`src/rtl/sat_pkg.sv`:
```
// sat_pkg: parameters and types shared by the clause dispatcher and the clause arbiter.
package sat_pkg;
  localparam int OUTPUT_CNT = 4;
  localparam int CLAUSE_WIDTH = 2;
  localparam int ELEMENT_CNT = 4;
  localparam int ELEMENT_BIT_CNT = $clog2(ELEMENT_CNT) + 1;
  localparam int CLAUSE_BITS = CLAUSE_WIDTH * ELEMENT_BIT_CNT;
  typedef logic [CLAUSE_BITS-1:0] clause_t;
  typedef logic [$clog2(OUTPUT_CNT):0] acc_cnt_t;
  typedef enum logic [1:0] {IDLE, RUN, DONE} dispatch_state_t;
  localparam acc_cnt_t OCC_MAX = acc_cnt_t'(OUTPUT_CNT);
endpackage

```
`src/rtl/clause_window.sv`:
```
// clause_window: shift window of pending clauses, oldest in slot 0, with same-cycle retire and refill.
module clause_window
  import sat_pkg::*;
(
  input  logic                             clk_i,
  input  logic                             rst_ni,
  input  acc_cnt_t                         acc_i,
  input  logic                             wr_en_i,
  input  clause_t                          wr_data_i,
  output acc_cnt_t                         occ_o,
  output logic [OUTPUT_CNT*CLAUSE_BITS-1:0] window_o,
  output logic [OUTPUT_CNT-1:0]            valid_o
);
  clause_t slot_q [OUTPUT_CNT];
  clause_t slot_d [OUTPUT_CNT];
  acc_cnt_t occ_q, occ_d, keep;
  // Survivors shift down by acc; the refill lands just above them.
  always_comb begin
    keep = occ_q - acc_i;
    occ_d = keep + acc_cnt_t'(wr_en_i);
    for (int i = 0; i < OUTPUT_CNT; i++) begin
      slot_d[i] = (wr_en_i && acc_cnt_t'(i) == keep) ? wr_data_i : '0;
      for (int j = 0; j < OUTPUT_CNT; j++)
        if (acc_cnt_t'(i) < keep && acc_cnt_t'(j) == acc_cnt_t'(i) + acc_i) slot_d[i] = slot_q[j];
    end
  end
  always_ff @(posedge clk_i)
    if (!rst_ni) begin
      occ_q <= '0;
      for (int i = 0; i < OUTPUT_CNT; i++) slot_q[i] <= '0;
    end else begin
      occ_q <= occ_d;
      slot_q <= slot_d;
    end
  for (genvar g = 0; g < OUTPUT_CNT; g++) begin : g_slot
    assign window_o[g*CLAUSE_BITS +: CLAUSE_BITS] = slot_q[g];
    assign valid_o[g] = acc_cnt_t'(g) < occ_q;
  end
  assign occ_o = occ_q;
endmodule

```
`src/rtl/clause_dispatch_ctrl.sv`:
```
// clause_dispatch_ctrl: streams a clause list from memory into the arbiter window, one read per cycle.
module clause_dispatch_ctrl
  import sat_pkg::*;
#(
  parameter int ADDR_W = 8
) (
  input  logic                             clock,
  input  logic                             reset,
  input  logic                             start,
  input  logic [ADDR_W-1:0]                clause_count,
  output logic                             mem_rd_en,
  output logic [ADDR_W-1:0]                mem_rd_addr,
  input  clause_t                          mem_rd_data,
  output logic [OUTPUT_CNT*CLAUSE_BITS-1:0] arb_clause,
  output logic [OUTPUT_CNT-1:0]            arb_valid,
  input  acc_cnt_t                         arb_accept_cnt,
  output logic                             busy,
  output logic                             done,
  output logic                             err
);
  dispatch_state_t state_q, state_d;
  logic [ADDR_W-1:0] rd_ptr_q, rd_ptr_d, sent_q, sent_d, count_q, count_d;
  logic inflight_q, err_q, err_d, start_ok, over;
  acc_cnt_t occ, acc;
  assign start_ok = state_q == IDLE && start;
  assign over = arb_accept_cnt > occ;
  assign acc = over ? occ : arb_accept_cnt;
  always_ff @(posedge clock)
    state_q <= !reset ? IDLE : state_d;
  always_comb begin
    state_d = state_q == IDLE ? (start ? (clause_count == '0 ? DONE : RUN) : IDLE)
            : state_q == RUN ? (sent_q + ADDR_W'(acc) == count_q ? DONE : RUN)
            : IDLE;
  end
  // Fetch ignores this cycle's accept so occ+inflight can never overrun the window.
  always_comb begin
    busy = state_q == RUN;
    done = state_q == DONE;
    mem_rd_en = busy && rd_ptr_q < count_q && occ + acc_cnt_t'(inflight_q) < OCC_MAX;
  end
  always_comb begin
    rd_ptr_d = start_ok ? '0 : rd_ptr_q + ADDR_W'(mem_rd_en);
    sent_d = start_ok ? '0 : sent_q + ADDR_W'(acc);
    count_d = start_ok ? clause_count : count_q;
    err_d = !start_ok && (err_q || over);
  end
  always_ff @(posedge clock)
    if (!reset) begin
      rd_ptr_q <= '0;
      sent_q <= '0;
      count_q <= '0;
      inflight_q <= 1'b0;
      err_q <= 1'b0;
    end else begin
      rd_ptr_q <= rd_ptr_d;
      sent_q <= sent_d;
      count_q <= count_d;
      inflight_q <= mem_rd_en;
      err_q <= err_d;
    end
  assign mem_rd_addr = rd_ptr_q;
  assign err = err_q;
  clause_window u_window (
    .clk_i    (clock),
    .rst_ni   (reset),
    .acc_i    (acc),
    .wr_en_i  (inflight_q),
    .wr_data_i(mem_rd_data),
    .occ_o    (occ),
    .window_o (arb_clause),
    .valid_o  (arb_valid)
  );
endmodule

```
`config.mk`:
```
export PLATFORM = sky130hd
export DESIGN_NAME = clause_dispatch_ctrl
export DESIGN_NICKNAME = d
export VERILOG_FILES = /design/src/rtl/sat_pkg.sv /design/src/rtl/clause_window.sv /design/src/rtl/clause_dispatch_ctrl.sv
export SDC_FILE = /design/constraint.sdc
export NUM_CORES = 1
export LEC_CHECK = 0
export BUFFER_PORTS_ARGS = -buffer_cell sky130_fd_sc_hd__buf_2
export CAP_MARGIN = 40
export CORE_MARGIN = 5
export CORE_UTILIZATION = 54
export CTS_CLUSTER_DIAMETER = 100
export DETAILED_ROUTE_END_ITERATION = 8
export GPL_TIMING_DRIVEN = 0
export HOLD_SLACK_MARGIN = 0.02
export PLACE_DENSITY = 0.76
export SLEW_MARGIN = 20
export SYNTH_ARGS = -nofsm -noshare
export SYNTH_HDL_FRONTEND = slang
export SYNTH_SLANG_ARGS = --single-unit
```
`constraint.sdc`:
```
create_clock -name clock -period 4.8 [get_ports clock]
set_input_delay 0.24 -clock clock [delete_from_list [all_inputs] [get_ports clock]]
set_output_delay 0.24 -clock clock [all_outputs]
set_load 0.02 [all_outputs]
```
==> summary.txt <==
========================================================================================================
Rel. slew slack ...........................................................................        50.9%
Adder-cell share of the synthesized area ..................................................        7.55%
Max-cap viol count ........................................................................            0
Run status ................................................................................ finished, final reports clean
Post-route insts no fill ..................................................................          631
Final Skew ................................................................................   0.00745 ns
End of the worst register-to-register path ................................................ u_window.window_o[13]
Ratio of final minimum period to clock period .............................................        93.2%
Detail Route Antenna Nets .................................................................            0
Global routing usage summed across all routing layers .....................................        26.5%
Detailed-route DRC error count ............................................................            0
Placed Instances ..........................................................................          623
Std-Cell Rows .............................................................................           30
Detailed-route wire length per cell .......................................................      18.3 um
Leading post-synthesis cells by cell area ................................................. dfxtp_1, ha_1, a22oi_1
Worst hold stages .........................................................................            3
Register bit count reported by yosys ......................................................           55
Library cell with the largest summed area after synthesis .................................      dfxtp_1
Cell count after synthesis ................................................................          468
Area share of xor/xnor cells in the synthesized design ....................................        5.66%
Clock Root Buffer .........................................................................     clkbuf_8
Estimated wirelength of the detail-placed design ..........................................      9050 um
Depth of the CTS H-tree ...................................................................            2
Worst-case reg-to-reg path depth ..........................................................           19
Setup-violating endpoint count in the final report ........................................            0
Total global routing overflow .............................................................            0
Number of global-route vias before repair .................................................         3942
Initial cell density of the core ..........................................................        56.0%
Area share of the largest cell type after synthesis .......................................        28.6%
Final hold violations .....................................................................            0
Library cells used by synthesis ...........................................................           68
P per Cell Area ...........................................................................   696 nW/um2
Count of nets after finishing .............................................................          576
Port bufs .................................................................................           59
Total wire length after detailed routing ..................................................     11600 um
Hold-fix buffer count after cts ...........................................................            0
Seq/Total Area, Yosys .....................................................................        28.6%
Global placement routability congestion ...................................................        0.920
First-pass GRT wire length ................................................................     18700 um
RR Startpoint ............................................................................. u_window.occ_o[2]
Final-layout setup total negative slack ...................................................         0 ns
Share of synthesized cell area in and, or, nand and nor gates .............................        19.7%
Share of the synthesized area in compound gates (AO/OA/AOI/OAI) ...........................        31.7%
Total nets after synthesis ................................................................          510
Worst hold endpoint .......................................................................   count_q[4]
Number of vias in the routed layout .......................................................         3903
Type of the worst min-delay path .......................................................... input port to register
Dominant combinational cell family by area after synthesis ................................ compound AO/OA/AOI/OAI gates
Maximum number of buffers from clock root to sink .........................................            2
Most common library cell in the layout ignoring fill and taps .............................        buf_2
Setup CP Type ............................................................................. register to register
EDFF count, synth .........................................................................            0
Width of the die ..........................................................................      94.4 um
Reg2reg setup slack .......................................................................      0.33 ns
Worst-path maximum fanout .................................................................           10
Die Y-Extent ..............................................................................      94.4 um
Inserted Clock Buffers ....................................................................            5
Post-route minimum period .................................................................      4.47 ns
Source of the worst hold timing path ...................................................... clause_count[4]
Slew at the pin closest to its max-slew limit .............................................     0.731 ns
Ys flop type ..............................................................................      dfxtp_1
Type of origin of the critical path .......................................................     register
Maximum clock frequency ...................................................................      224 MHz
Pre-Repair DR Iteration Count .............................................................            5
CTS sink cnt ..............................................................................           55
Commonest cells after routing, fill and taps aside ........................................ buf_2, dfxtp_1, nand2_1, nor2_1
Post-CTS clock slew at the launch and capture registers of the worst setup and hold paths .      0.11 ns
Clk_lat worst skew ........................................................................      0.32 ns
Setup repair after global routing missed its margin .......................................        false
Critical Path Sink Type ...................................................................     register
Number of diodes ..........................................................................            0
Critical path arrival .....................................................................      4.69 ns
Area Overhead vs Synth ....................................................................        13.7%
Starting DRC count in detailed routing ....................................................          379
Number of top-level pins ..................................................................           60
Synthesized cell area .....................................................................     3850 um2
CTS tree ..................................................................................        built
Slew Viols, Final .........................................................................            0
Mux contribution to synthesized area ......................................................       0.976%
Floorplan die area ........................................................................     8910 um2
Maximum number of pins on one net before global-route repair ..............................           19
Mean instance size in the synthesized netlist .............................................     8.22 um2
Data required time at the worst endpoint ..................................................      5.02 ns
Number of antenna violations at the first check in global routing .........................            0
Core footprint ............................................................................     6870 um2
Share of final-layout standard cells stronger than drive strength 1 .......................        18.9%
Maximum resistive drop on vdd .............................................................       235 uV
Synth async-reset ratio ...................................................................           0%
Vias per cell .............................................................................         6.19
Number of warning messages in the yosys log ...............................................            0
Static Leakage ............................................................................      1.86 nW
========================================================================================================
[synthesized netlist by cell type, drive strengths merged (2+ instances only)]
library cell,n
dfxtp,55
nand2,38
nor2,38
a21oi,26
inv,25
o21ai,22
a22oi,21
ha,20
a21o,17
clkbuf,14
nand3,14
and2,12
buf,12
xnor2,12
xor2,12
a32oi,11
nor2b,11
nor3,10
a21boi,9
a31oi,8
and3,8
o221ai,7
o22ai,7
o221a,6
nand2b,5
o211a,5
o211ai,5
nand4,4
o21bai,4
o32ai,4
a211oi,3
fa,2
nor4,2
o21a,2
o32a,2
or2,2
[where the power goes]
group	leakage [nW]	switching (mW)	total (mW)	internal (mW)
Combinational	1.36	1.29	2.04	0.750
Clock	0.0533	0.177	0.299	0.122
Sequential	0.449	0.138	0.705	0.567
[registers in the layout (all words and copies together), names as in the netlist]
signal,cells
mem_rd_addr,8
u_window.window_o,24
state_q,2
u_window.occ_o,3
sent_q,8
count_q,8
err,1
inflight_q,1
[how the worst max path moves through the flow]
stage | startpoint | endpoint | cells after the start
CTS | u_window.occ_o[2] | u_window.window_o[14] | 19
detailed placement | u_window.occ_o[2] | u_window.window_o[12] | 19
finish | u_window.occ_o[2] | u_window.window_o[13] | 19
global route | u_window.occ_o[2] | u_window.window_o[14] | 19
global placement | u_window.occ_o[2] | u_window.window_o[12] | 17
floorplan | u_window.occ_o[2] | u_window.window_o[12] | 19
[metal layers]
layer	share of wire (%)	track usage [%]	vias to the layer above	wire length (um)
met5	0	0	-	0
met4	3.5	12.0	0	402
met3	8.0	5.02	34	927
met2	48	46.2	203	5520
met1	41	31.6	1810	4720
li1	-	-	1856	-
[cell families (layout without fill, tap and decap cells)]
| group | after synthesis | in the layout |
|---|---|---|
| buf+inv | 51 | 118 |
| simple gates | 151 | 151 |
| flops | 55 | 55 |
| mux | 2 | 2 |
| compound gates | 163 | 163 |
| xor+xnor | 24 | 24 |
| fa+ha+maj | 22 | 22 |
[per-stage QoR]
| step | instance area (um2) | setup slack [ns] | util (%) | hold WS, ns | power (mW) |
|---|---|---|---|---|---|
| after global routing | 4370 | 0.00492 | 63.7 | 0.182 | 3.26 |
| after detailed placement | 4260 | 0.313 | 62.0 | 0.458 | 2.69 |
| after global placement | 4260 | 0.389 | 62.0 | 0.447 | 2.65 |
| after CTS | 4360 | 0.286 | 63.5 | 0.162 | 2.99 |
| final | 4370 | 0.328 | 63.7 | 0.166 | 3.04 |
| after floorplan | 3850 | 1.07 | - | 0.385 | 2.16 |
[cell type report]
type                    instances  area [um2]
flip-flops and latches         55        1100
repair buffers                 59         295
fillers                       650        2500
multi-input cells             362        2530
plain buffers                  26         131
inverters                      25        93.8
well taps                      96         120
clock inverters                 2        20.0
clock buffers                   6        82.6
[critical path, stage by stage, from the launching register on]
cell and delay (ns):
dfxtp_1 0.36, buf_6 0.13, inv_1 0.11, ha_1 0.42
a21oi_4 0.19, and2_1 0.13, buf_2 0.17, nor3_2 0.08
nor2_2 0.30, inv_1 0.15, ha_1 0.22, fa_1 0.47
clkbuf_1 0.34, nor2_1 0.13, o21a_1 0.19, a31oi_1 0.14
a211o_1 0.26, nand2b_1 0.30, o32a_1 0.20, a21oi_1 0.06
[repair_timing]
action / in CTS / in global routing
endpoints found under the hold margin: 0 / 0
endpoints found under the setup margin: 0 / 7
gates resized for setup: 0 / 2
buffers inserted: 0 / 0
(Power assumes the default switching activity.)
